**src/rtl/mips_pkg.sv**
```systemverilog
// Shared MIPS encodings and width defaults for the ID/EX stage, the ALU and the bench.
// classify() maps an opcode/funct pair onto the operand-routing class the stage needs.
package mips_pkg;

  localparam int SIZEDATA_D = 8;
  localparam int SIZEOP_D   = 6;
  localparam int SIZEREG_D  = 5;

  localparam logic [5:0] OP_RTYPE = 6'b000000;
  localparam logic [5:0] OP_ADDI  = 6'b001000;
  localparam logic [5:0] OP_SLTI  = 6'b001010;
  localparam logic [5:0] OP_ANDI  = 6'b001100;
  localparam logic [5:0] OP_ORI   = 6'b001101;
  localparam logic [5:0] OP_XORI  = 6'b001110;
  localparam logic [5:0] OP_LUI   = 6'b001111;

  localparam logic [5:0] FN_SLL  = 6'b000000;
  localparam logic [5:0] FN_SRL  = 6'b000010;
  localparam logic [5:0] FN_SRA  = 6'b000011;
  localparam logic [5:0] FN_SLLV = 6'b000100;
  localparam logic [5:0] FN_SRLV = 6'b000110;
  localparam logic [5:0] FN_SRAV = 6'b000111;
  localparam logic [5:0] FN_ADDU = 6'b100001;
  localparam logic [5:0] FN_SUBU = 6'b100011;
  localparam logic [5:0] FN_AND  = 6'b100100;
  localparam logic [5:0] FN_OR   = 6'b100101;
  localparam logic [5:0] FN_XOR  = 6'b100110;
  localparam logic [5:0] FN_NOR  = 6'b100111;
  localparam logic [5:0] FN_SLT  = 6'b101010;

  typedef enum logic [2:0] {
    CLS_ILL, CLS_SHIFT, CLS_SHIFTV, CLS_RR, CLS_IMM, CLS_LUI
  } op_cls_e;

  function automatic op_cls_e classify(input logic [5:0] opcode, input logic [5:0] funct);
    op_cls_e cls;
    cls = CLS_ILL;
    if (opcode == OP_RTYPE) begin
      case (funct)
        FN_SLL, FN_SRL, FN_SRA:                                  cls = CLS_SHIFT;
        FN_SLLV, FN_SRLV, FN_SRAV:                               cls = CLS_SHIFTV;
        FN_ADDU, FN_SUBU, FN_AND, FN_OR, FN_XOR, FN_NOR, FN_SLT: cls = CLS_RR;
        default:                                                 cls = CLS_ILL;
      endcase
    end else begin
      case (opcode)
        OP_ADDI, OP_ANDI, OP_ORI, OP_XORI, OP_SLTI: cls = CLS_IMM;
        OP_LUI:                                     cls = CLS_LUI;
        default:                                    cls = CLS_ILL;
      endcase
    end
    return cls;
  endfunction

endpackage

```
**src/rtl/forward_unit.sv**
```systemverilog
// Operand bypass mux: the youngest in-flight writer of a nonzero source register wins,
// EX/MEM ahead of MEM/WB, otherwise the register-file read data is used.
module forward_unit #(
  parameter int SIZEDATA = 8,
  parameter int SIZEREG  = 5
) (
  input  logic [SIZEREG-1:0]  src_addr,
  input  logic [SIZEDATA-1:0] rf_data,
  input  logic                exmem_wr,
  input  logic [SIZEREG-1:0]  exmem_addr,
  input  logic [SIZEDATA-1:0] exmem_data,
  input  logic                memwb_wr,
  input  logic [SIZEREG-1:0]  memwb_addr,
  input  logic [SIZEDATA-1:0] memwb_data,
  output logic [SIZEDATA-1:0] data
);

  always_comb begin
    data = rf_data;
    // r0 is hardwired zero, so a write aimed at it never bypasses.
    if (src_addr != '0) begin
      if (exmem_wr && (exmem_addr == src_addr))      data = exmem_data;
      else if (memwb_wr && (memwb_addr == src_addr)) data = memwb_data;
    end
  end

endmodule

```
**src/rtl/id_ex_stage.sv**
```systemverilog
// ID/EX pipeline register: forwards operands, routes them per instruction class and
// registers ALU inputs with flush > stall > load priority.
module id_ex_stage
  import mips_pkg::*;
#(
  parameter int SIZEDATA = SIZEDATA_D,
  parameter int SIZEOP   = SIZEOP_D,
  parameter int SIZEREG  = SIZEREG_D
) (
  input  logic                i_clk,
  input  logic                i_rst_n,
  input  logic                i_valid,
  input  logic                i_stall,
  input  logic                i_flush,
  input  logic [SIZEOP-1:0]   i_opcode,
  input  logic [SIZEOP-1:0]   i_funct,
  input  logic [SIZEREG-1:0]  i_rs_addr,
  input  logic [SIZEREG-1:0]  i_rt_addr,
  input  logic [SIZEREG-1:0]  i_rd_addr,
  input  logic [SIZEDATA-1:0] i_rs_data,
  input  logic [SIZEDATA-1:0] i_rt_data,
  input  logic [SIZEDATA-1:0] i_imm,
  input  logic [4:0]          i_shamt,
  input  logic                i_exmem_wr,
  input  logic                i_memwb_wr,
  input  logic [SIZEREG-1:0]  i_exmem_addr,
  input  logic [SIZEREG-1:0]  i_memwb_addr,
  input  logic [SIZEDATA-1:0] i_exmem_data,
  input  logic [SIZEDATA-1:0] i_memwb_data,
  output logic [SIZEDATA-1:0] o_datoa,
  output logic [SIZEDATA-1:0] o_datob,
  output logic [SIZEOP-1:0]   o_alu_op,
  output logic [SIZEREG-1:0]  o_wr_addr,
  output logic                o_reg_write,
  output logic                o_valid,
  output logic                o_illegal
);

  logic [SIZEDATA-1:0] fwd_rs, fwd_rt;
  logic [SIZEDATA+4:0] shamt_ext;
  op_cls_e             cls;

  logic [SIZEDATA-1:0] nxt_a, nxt_b;
  logic [SIZEOP-1:0]   nxt_op;
  logic [SIZEREG-1:0]  nxt_wr;
  logic                nxt_rw, nxt_v, nxt_ill;

  forward_unit #(.SIZEDATA(SIZEDATA), .SIZEREG(SIZEREG)) u_fwd_rs (
    .src_addr  (i_rs_addr),
    .rf_data   (i_rs_data),
    .exmem_wr  (i_exmem_wr),
    .exmem_addr(i_exmem_addr),
    .exmem_data(i_exmem_data),
    .memwb_wr  (i_memwb_wr),
    .memwb_addr(i_memwb_addr),
    .memwb_data(i_memwb_data),
    .data      (fwd_rs)
  );

  forward_unit #(.SIZEDATA(SIZEDATA), .SIZEREG(SIZEREG)) u_fwd_rt (
    .src_addr  (i_rt_addr),
    .rf_data   (i_rt_data),
    .exmem_wr  (i_exmem_wr),
    .exmem_addr(i_exmem_addr),
    .exmem_data(i_exmem_data),
    .memwb_wr  (i_memwb_wr),
    .memwb_addr(i_memwb_addr),
    .memwb_data(i_memwb_data),
    .data      (fwd_rt)
  );

  // Zero-extend first, then keep the low SIZEDATA bits so narrow datapaths truncate.
  assign shamt_ext = {{SIZEDATA{1'b0}}, i_shamt};
  assign cls       = classify(i_opcode[5:0], i_funct[5:0]);

  always_comb begin
    nxt_a   = '0;
    nxt_b   = '0;
    nxt_op  = '0;
    nxt_wr  = '0;
    nxt_rw  = 1'b0;
    nxt_v   = 1'b0;
    nxt_ill = 1'b0;
    if (i_valid) begin
      if (cls == CLS_ILL) begin
        nxt_ill = 1'b1;
      end else begin
        nxt_v  = 1'b1;
        nxt_op = (i_opcode == '0) ? i_funct : i_opcode;
        case (cls)
          CLS_SHIFT:  begin nxt_a = fwd_rt; nxt_b = shamt_ext[SIZEDATA-1:0]; nxt_wr = i_rd_addr; end
          CLS_SHIFTV: begin nxt_a = fwd_rt; nxt_b = fwd_rs;                  nxt_wr = i_rd_addr; end
          CLS_RR:     begin nxt_a = fwd_rs; nxt_b = fwd_rt;                  nxt_wr = i_rd_addr; end
          CLS_IMM:    begin nxt_a = fwd_rs; nxt_b = i_imm;                   nxt_wr = i_rt_addr; end
          CLS_LUI:    begin nxt_a = i_imm;  nxt_b = SIZEDATA'(SIZEDATA / 2); nxt_wr = i_rt_addr; end
          default:    begin nxt_a = '0;     nxt_b = '0;                      nxt_wr = '0;        end
        endcase
        nxt_rw = (nxt_wr != '0);
      end
    end
  end

  always_ff @(posedge i_clk or negedge i_rst_n) begin
    if (!i_rst_n) begin
      o_datoa     <= '0;
      o_datob     <= '0;
      o_alu_op    <= '0;
      o_wr_addr   <= '0;
      o_reg_write <= 1'b0;
      o_valid     <= 1'b0;
      o_illegal   <= 1'b0;
    end else if (i_flush) begin
      o_datoa     <= '0;
      o_datob     <= '0;
      o_alu_op    <= '0;
      o_wr_addr   <= '0;
      o_reg_write <= 1'b0;
      o_valid     <= 1'b0;
      o_illegal   <= 1'b0;
    end else if (!i_stall) begin
      o_datoa     <= nxt_a;
      o_datob     <= nxt_b;
      o_alu_op    <= nxt_op;
      o_wr_addr   <= nxt_wr;
      o_reg_write <= nxt_rw;
      o_valid     <= nxt_v;
      o_illegal   <= nxt_ill;
    end
  end

endmodule

```
**config.mk**
```make
export PLATFORM = sky130hd
export DESIGN_NAME = id_ex_stage
export DESIGN_NICKNAME = d
export VERILOG_FILES = /design/src/rtl/mips_pkg.sv /design/src/rtl/forward_unit.sv /design/src/rtl/id_ex_stage.sv
export SDC_FILE = /design/constraint.sdc
export NUM_CORES = 1
export LEC_CHECK = 0
export ABC_AREA = 1
export CAP_MARGIN = 5
export CORE_MARGIN = 10
export CORE_UTILIZATION = 42
export DETAILED_ROUTE_END_ITERATION = 8
export GPL_ROUTABILITY_DRIVEN = 0
export PLACE_DENSITY = 0.81
export REMOVE_ABC_BUFFERS = 1
export SLEW_MARGIN = 0
export SYNTH_ARGS = -nofsm -noshare
export SYNTH_HDL_FRONTEND = slang
export SYNTH_SLANG_ARGS = --single-unit
```
**constraint.sdc**
```tcl
create_clock -name i_clk -period 0.8 [get_ports i_clk]
set_input_delay 0.08 -clock i_clk [delete_from_list [all_inputs] [get_ports i_clk]]
set_output_delay 0.08 -clock i_clk [all_outputs]
set_load 0.05 [all_outputs]
```
== Word-level counts from Yosys, hierarchy flattened ==
Memories as Yosys holds them, arrays and structs flattened.
Index checks and enable logic that the tools add are counted.

* Eq/ne operators: 16
* Muxes and demuxes: 42
* Reductions and logical operators: 14

{| class="wikitable"
|+ Operators by type and width
! operator !! count
|-
| $mux 8 || 14
|-
| $pmux 8 s5 || 1
|-
| $eq 6x4->1 const B || 6
|-
| $mux 5 || 6
|-
| $mux 6 || 5
|-
| $pmux 8 s3 || 1
|-
| $eq 5x5->1 || 4
|-
| $reduce_bool 5->1 || 3
|-
| $mux 1 || 12
|-
| $pmux 5 s2 || 1
|-
| $eq 3x2->1 const B || 2
|-
| $eq 3x3->1 const B || 2
|-
| $logic_not 6->1 || 1
|-
| $pmux 3 s2 || 1
|-
| $reduce_or 2->1 || 3
|-
| $reduce_or 5->1 || 1
|-
| $logic_and 1x1->1 || 4
|-
| $eq 3x1->1 const B || 1
|-
| $logic_not 3->1 || 1
|-
| $mux 3 || 1
|-
| $reduce_or 3->1 || 1
|-
| $ne 2x1->1 const B || 1
|}

* Register bits after elaboration: 30
* Bits in read-only memories: 128
* Input port bits: 89
* Output and inout port bits: 30
* Logic and storage cells: 80
* Memories kept: 1

{| class="wikitable"
|+ Memories
! name !! words !! bits a word !! read ports !! clocked after Yosys merged registers in !! wr ports !! RTL line !! text
|-
| (no name shown) || 64 || 2 || 1 || 0 || 0 || mips_pkg.sv:39 || <nowiki>case (funct)</nowiki>
|}

== Logic depth before layout (Yosys ltp) ==
* Word-level depth: 14
* Gate-level depth with buffers: 15
* Depth with buffers taken out: 15

== Hierarchy ==
A second synthesis with hierarchy kept.

* Cells, all modules: 470
* Area, all modules: 2,971.6 µm²

{| class="wikitable"
|+ Modules (own cells, without submodules)
! module !! instances !! cells each !! area each (µm²) !! seq. area each (µm²)
|-
| id_ex_stage || 1 || 244 || 1,793.0 || 750.7
|-
| forward_unit || 2 || 113 || 589.3 || 0.0
|}

== Worst setup path after synthesis ==
No wires, ideal clock.

* Path kind: in2reg
* Start point: in i_opcode[5]
* End point: reg o_wr_addr[0]
* Setup time: 0.121 ns
* Data arrival time: 1.153 ns
* Required time: 0.679 ns
* Path slack: -0.474 ns
* Cell stages on the path: 10
* Buffers on the path: 1
* Cell sequence: nor2_2 nand3_2 a21oi_2 nand2_4 nand2_2 nand3_2 nand2_4 inv_4 buf_6 a22o_1

* Word-level cells in the longest chain between the ends: 13
* Elaborated cells between the ends (all ways): 25
* Those cells by class: 11 x eq/ne; 9 x mux; 5 x reduce/logical

{| class="wikitable"
|+ RTL lines
! what !! RTL line !! text
|-
| from (decl) || id_ex_stage.sv:15 || <nowiki>input logic [SIZEOP-1:0] i_opcode,</nowiki>
|-
| $eq 6x4->1 || mips_pkg.sv:46 || <nowiki>case (opcode)</nowiki>
|-
| $reduce_or 5->1 || mips_pkg.sv:46 ||
|-
| $pmux 3 s2 || mips_pkg.sv:46 ||
|-
| $mux 3 * || mips_pkg.sv:38 || <nowiki>if (opcode == OP_RTYPE) begin</nowiki>
|-
| $eq 3x2->1, or another cell as far along || id_ex_stage.sv:90 || <nowiki>case (cls)</nowiki>
|-
| $reduce_or 3->1 (no line) / $reduce_or 2->1 (equally long branches) || n/a ||
|-
| $pmux 5 s2 || id_ex_stage.sv:90 ||
|-
| $mux 5 || id_ex_stage.sv:85 || <nowiki>if (cls == CLS_ILL) begin</nowiki>
|-
| $mux 5 || id_ex_stage.sv:84 || <nowiki>if (i_valid) begin</nowiki>
|-
| $mux 5 * || id_ex_stage.sv:85 ||
|-
| $mux 5 * || id_ex_stage.sv:84 ||
|-
| $mux 5 * || id_ex_stage.sv:120 || <nowiki>end else if (!i_stall) begin</nowiki>
|-
| $mux 5 * || id_ex_stage.sv:112 || <nowiki>end else if (i_flush) begin</nowiki>
|-
| to (signal assigned) || id_ex_stage.sv:124 || <nowiki>o_wr_addr <= nxt_wr;</nowiki>
|-
| to (decl) || id_ex_stage.sv:33 || <nowiki>output logic [SIZEREG-1:0] o_wr_addr,</nowiki>
|}

Every way passes the cells marked *; elsewhere a longest branch is shown, timed or not. The select of a mux whose other input is x is not followed.
A chain may end at the register's enable or synchronous reset.

== Final worst setup path ==
* Start point: in i_memwb_wr
* End point: reg o_datoa[7]

* Word-level cells in the longest chain between the ends: 9
* Elaborated cells between the ends (all ways): 13
* Those cells by class: 11 x mux; 2 x reduce/logical

{| class="wikitable"
|+ RTL lines
! what !! RTL line !! text
|-
| from (decl) || id_ex_stage.sv:25 || <nowiki>input logic i_memwb_wr,</nowiki>
|-
| $logic_and 1x1->1 || forward_unit.sv:23 || <nowiki>else if (memwb_wr && (memwb_addr == src_addr)) data = memwb_data;</nowiki>
|-
| $mux 8 || forward_unit.sv:23 ||
|-
| $mux 8 || forward_unit.sv:22 || <nowiki>if (exmem_wr && (exmem_addr == src_addr)) data = exmem_data;</nowiki>
|-
| $mux 8 || forward_unit.sv:21 || <nowiki>if (src_addr != '0) begin</nowiki>
|-
| $pmux 8 s3 * || id_ex_stage.sv:90 ||
|-
| $mux 8 * || id_ex_stage.sv:85 ||
|-
| $mux 8 * || id_ex_stage.sv:84 ||
|-
| $mux 8 * || id_ex_stage.sv:120 ||
|-
| $mux 8 * || id_ex_stage.sv:112 ||
|-
| to (signal assigned) || id_ex_stage.sv:121 || <nowiki>o_datoa <= nxt_a;</nowiki>
|-
| to (decl) || id_ex_stage.sv:30 || <nowiki>output logic [SIZEDATA-1:0] o_datoa,</nowiki>
|}

Marked as above.

==> out/qor.csv <==
metric,value,unit
fin_skew,0,ns
synth_edf_count,0,
place_worst_setup_slack,-1.22,ns
via_count,4676,
irDropWorstVdd,1040,uV
worst_setup_path_end_kind,flop,
worst_setup_path_start_kind,primary input,
cts_sinks,30,
synth-seq-cells,30,
wl_per_cell,26.5,um
htreeDepth,2,
critPathMaxFanout,8,
yosysWarnings,0,
clk_pin_slew,0.07,ns
drive_gt1_frac,0.481,
num_rows,28,
violations,"DRC, setup timing",
overflow,0,
grt_max_degree,31,
syn_to_final_growth,114,%
syn-cell-area,2610,um^2
final_cells,707,
drc,113,
holdCritPathClass,in -> reg,
dr.first_iter.drc_count,752,
die_h,98.8,um
synth_cells,442,
cp_slowest_stage_delay,0.30,ns
period_share,2.16,
io_pins,119,
cts_tree,built,
drt_wl_total,18.7,mm
cap_violations,0,
cp.required,0.98,ns
io_buffers,118,
max_freq,0.580,GHz
cts_hold_buf,0,
setup-tns-final,-24.48,ns
antenna_found_initial,0,
start_util,0.435,
crit_path_frequent_cell,nand2_1,
maxSlewViolCount,0,
grt_pass1_vias,4380,
ys_top_cells_by_area,"dfrtp_1 (29%), nand2_1 (26%), nor2_1 (8.5%), o21ai_0 (5.4%), inv_1 (5.2%)",
tightest_slew,0.414,ns
dp.cells,669,
yosys.area.top_type,dfrtp_1,
dpl_cell_area,4490,um^2
yosys-top-cells-count,"nand2_1 (184), nor2_1 (59), inv_1 (36), dfrtp_1 (30), o21ai_0 (28)",
crit_arrival,1.90,ns
diodes,0,
setup_viol,59,
hpwl,8.70,mm
cp_cell_sequence,"dlygate4sd2_1, o21ai_1, a21oi_2, nand3_2, nand2_2, inv_2, o21ai_2, nand2_2, nand2_1, nand3_1, nand2_1, nand2_1",
crit_path_top_delay_cell,a21oi_2,
powerDensity,900,nW/um^2
insertion_delay,0.29,ns
ys_types,33,
fin_util,0.930,
grt_pass1_wl,21.5,mm
numCtsBuffers,5,
syn_area_per_cell,5.90,um^2
status,"complete, but fails checks",
clk_root_buffer_cell,clkbuf_8,
crit_buf_inv,2,
p_leak,2.66,nW
die_w,98.8,um
synthArstFlopShare,1.00,
fin_area,5570,um^2
track_usage,0.266,
drt-vias-per-instance,6.61,
slew_headroom,0.723,
nets,720,
yosysMostFrequentCell,nand2_1,
hold_viol_final,0,
rsz0062_at_grt,yes,
clockBufferDepth,2,
synth_top_area_share,0.288,
worst_slack,-0.925,ns
crit_family,simple AND/OR/NAND/NOR gates,
criticalPathCategory,in -> reg,
core_area,5990,um^2
die_area,9760,um^2
ys_seq_area_frac,0.288,
drt_first_pass_iters,9,
postRouteAntennaNets,0,
period_needed,1.73,ns
ys.flop_type,dfrtp_1,
[worst paths after layout]
check                                         startpoint                        to  slack, ns  depth (start not counted)
max in group asynchronous                        i_rst_n    o_datob[5]$_DFFE_PN0P_       0.47                          2
worst max register to register  o_wr_addr[4]$_DFFE_PN0P_  o_wr_addr[4]$_DFFE_PN0P_      -0.10                          2
worst min-delay path                         i_opcode[3]   o_alu_op[3]$_DFFE_PN0P_       0.13                          3
min in group asynchronous                        i_rst_n    o_datoa[5]$_DFFE_PN0P_       0.15                          2
worst min register to register    o_datob[3]$_DFFE_PN0P_    o_datob[3]$_DFFE_PN0P_       0.55                          2
worst max-delay path                          i_memwb_wr    o_datoa[7]$_DFFE_PN0P_      -0.93                         12
[where the power goes]
part           leakage, nW  internal [W]  switching [W]
Combinational         2.19      0.000830        0.00102
Clock               0.0579      0.000918       0.000714
Sequential           0.418       0.00152      0.0000121
[final cells by class]
cell class / instances / area, um^2
inverter: 43 / 206
clock inverter: 3 / 40.0
tap: 75 / 93.8
sequential: 30 / 751
clock buffer: 5 / 68.8
fill: 190 / 419
timing repair inverter: 2 / 12.5
multi-input combinational: 363 / 2280
timing repair buffer: 186 / 2120
[per-stage QoR]
| stage | power, W | hold WS, ns |
|---|---|---|
| final | 0.00501 | 0.132 |
| after global routing | 0.00507 | 0.143 |
| after CTS | 0.00450 | 0.0601 |
| after detailed placement | 0.00279 | 0.467 |
| after global placement | 0.00276 | 0.466 |
| after floorplan | 0.00197 | -0.216 |
[flip-flops by register name, summed over array words and instances, names as in the netlist]
| register | count |
|---|---|
| o_reg_write | 1 |
| o_valid | 1 |
| o_wr_addr | 5 |
| o_datob | 8 |
| o_illegal | 1 |
| o_alu_op | 6 |
| o_datoa | 8 |
[per-layer routing]
layer	vias to the layer above	global-route usage	wire, um
met5	-	0	0
met4	0	0.144	1890
met3	239	0.0873	2570
met2	545	0.452	8270
met1	2098	0.284	6000
li1	1794	-	-
[tightest hold or removal path, cell delays in order]
cell	delay (ns)
buf_6	0.10
a21oi_1	0.06
o21ai_2	0.14
[cell usage in the layout (no fill, tap or decap), types with 2 or more instances in the layout]
master           instances
nor3_2                   3
inv_1                   15
nand4_1                  2
nor2_4                  15
buf_2                    9
inv_2                   14
nand2_2                 37
o21ai_1                 13
a21oi_4                  4
buf_8                    6
nor3_4                   5
a21oi_2                  4
nand2_4                 12
nand3_4                  6
o21ai_0                  5
nand3b_1                 4
clkbuf_8                 5
nand3_2                  7
buf_6                   32
dfrtp_1                 30
nor2_1                  34
a22o_1                   4
nor2_2                  14
clkinv_2                 3
a21oi_1                  7
clkdlybuf4s50_1         54
buf_12                  34
nand2_8                  2
buf_4                   47
inv_4                   11
o21ai_2                 21
nand2_1                141
nand3_1                 13
o21ai_4                  3
[what timing repair did]
| action | CTS | global route |
|---|---|---|
| pin swaps | 77 | 62 |
| setup buffers | 12 | 15 |
| gates cloned | 4 | 0 |
| resized for setup | 301 | 105 |
| setup endpoints to repair | 59 | 59 |
[logic make-up (layout without fill, tap and decap cells)]
kind of cell,Yosys count,in the layout,synth area share
buffers and inverters,50,239,0.0839
XOR/XNOR,1,1,0.00336
AND/OR/NAND/NOR,297,298,0.491
flip-flops,30,30,0.288
AO/OA/AOI/OAI,64,64,0.134
Power figures use the tool's default switching activity.
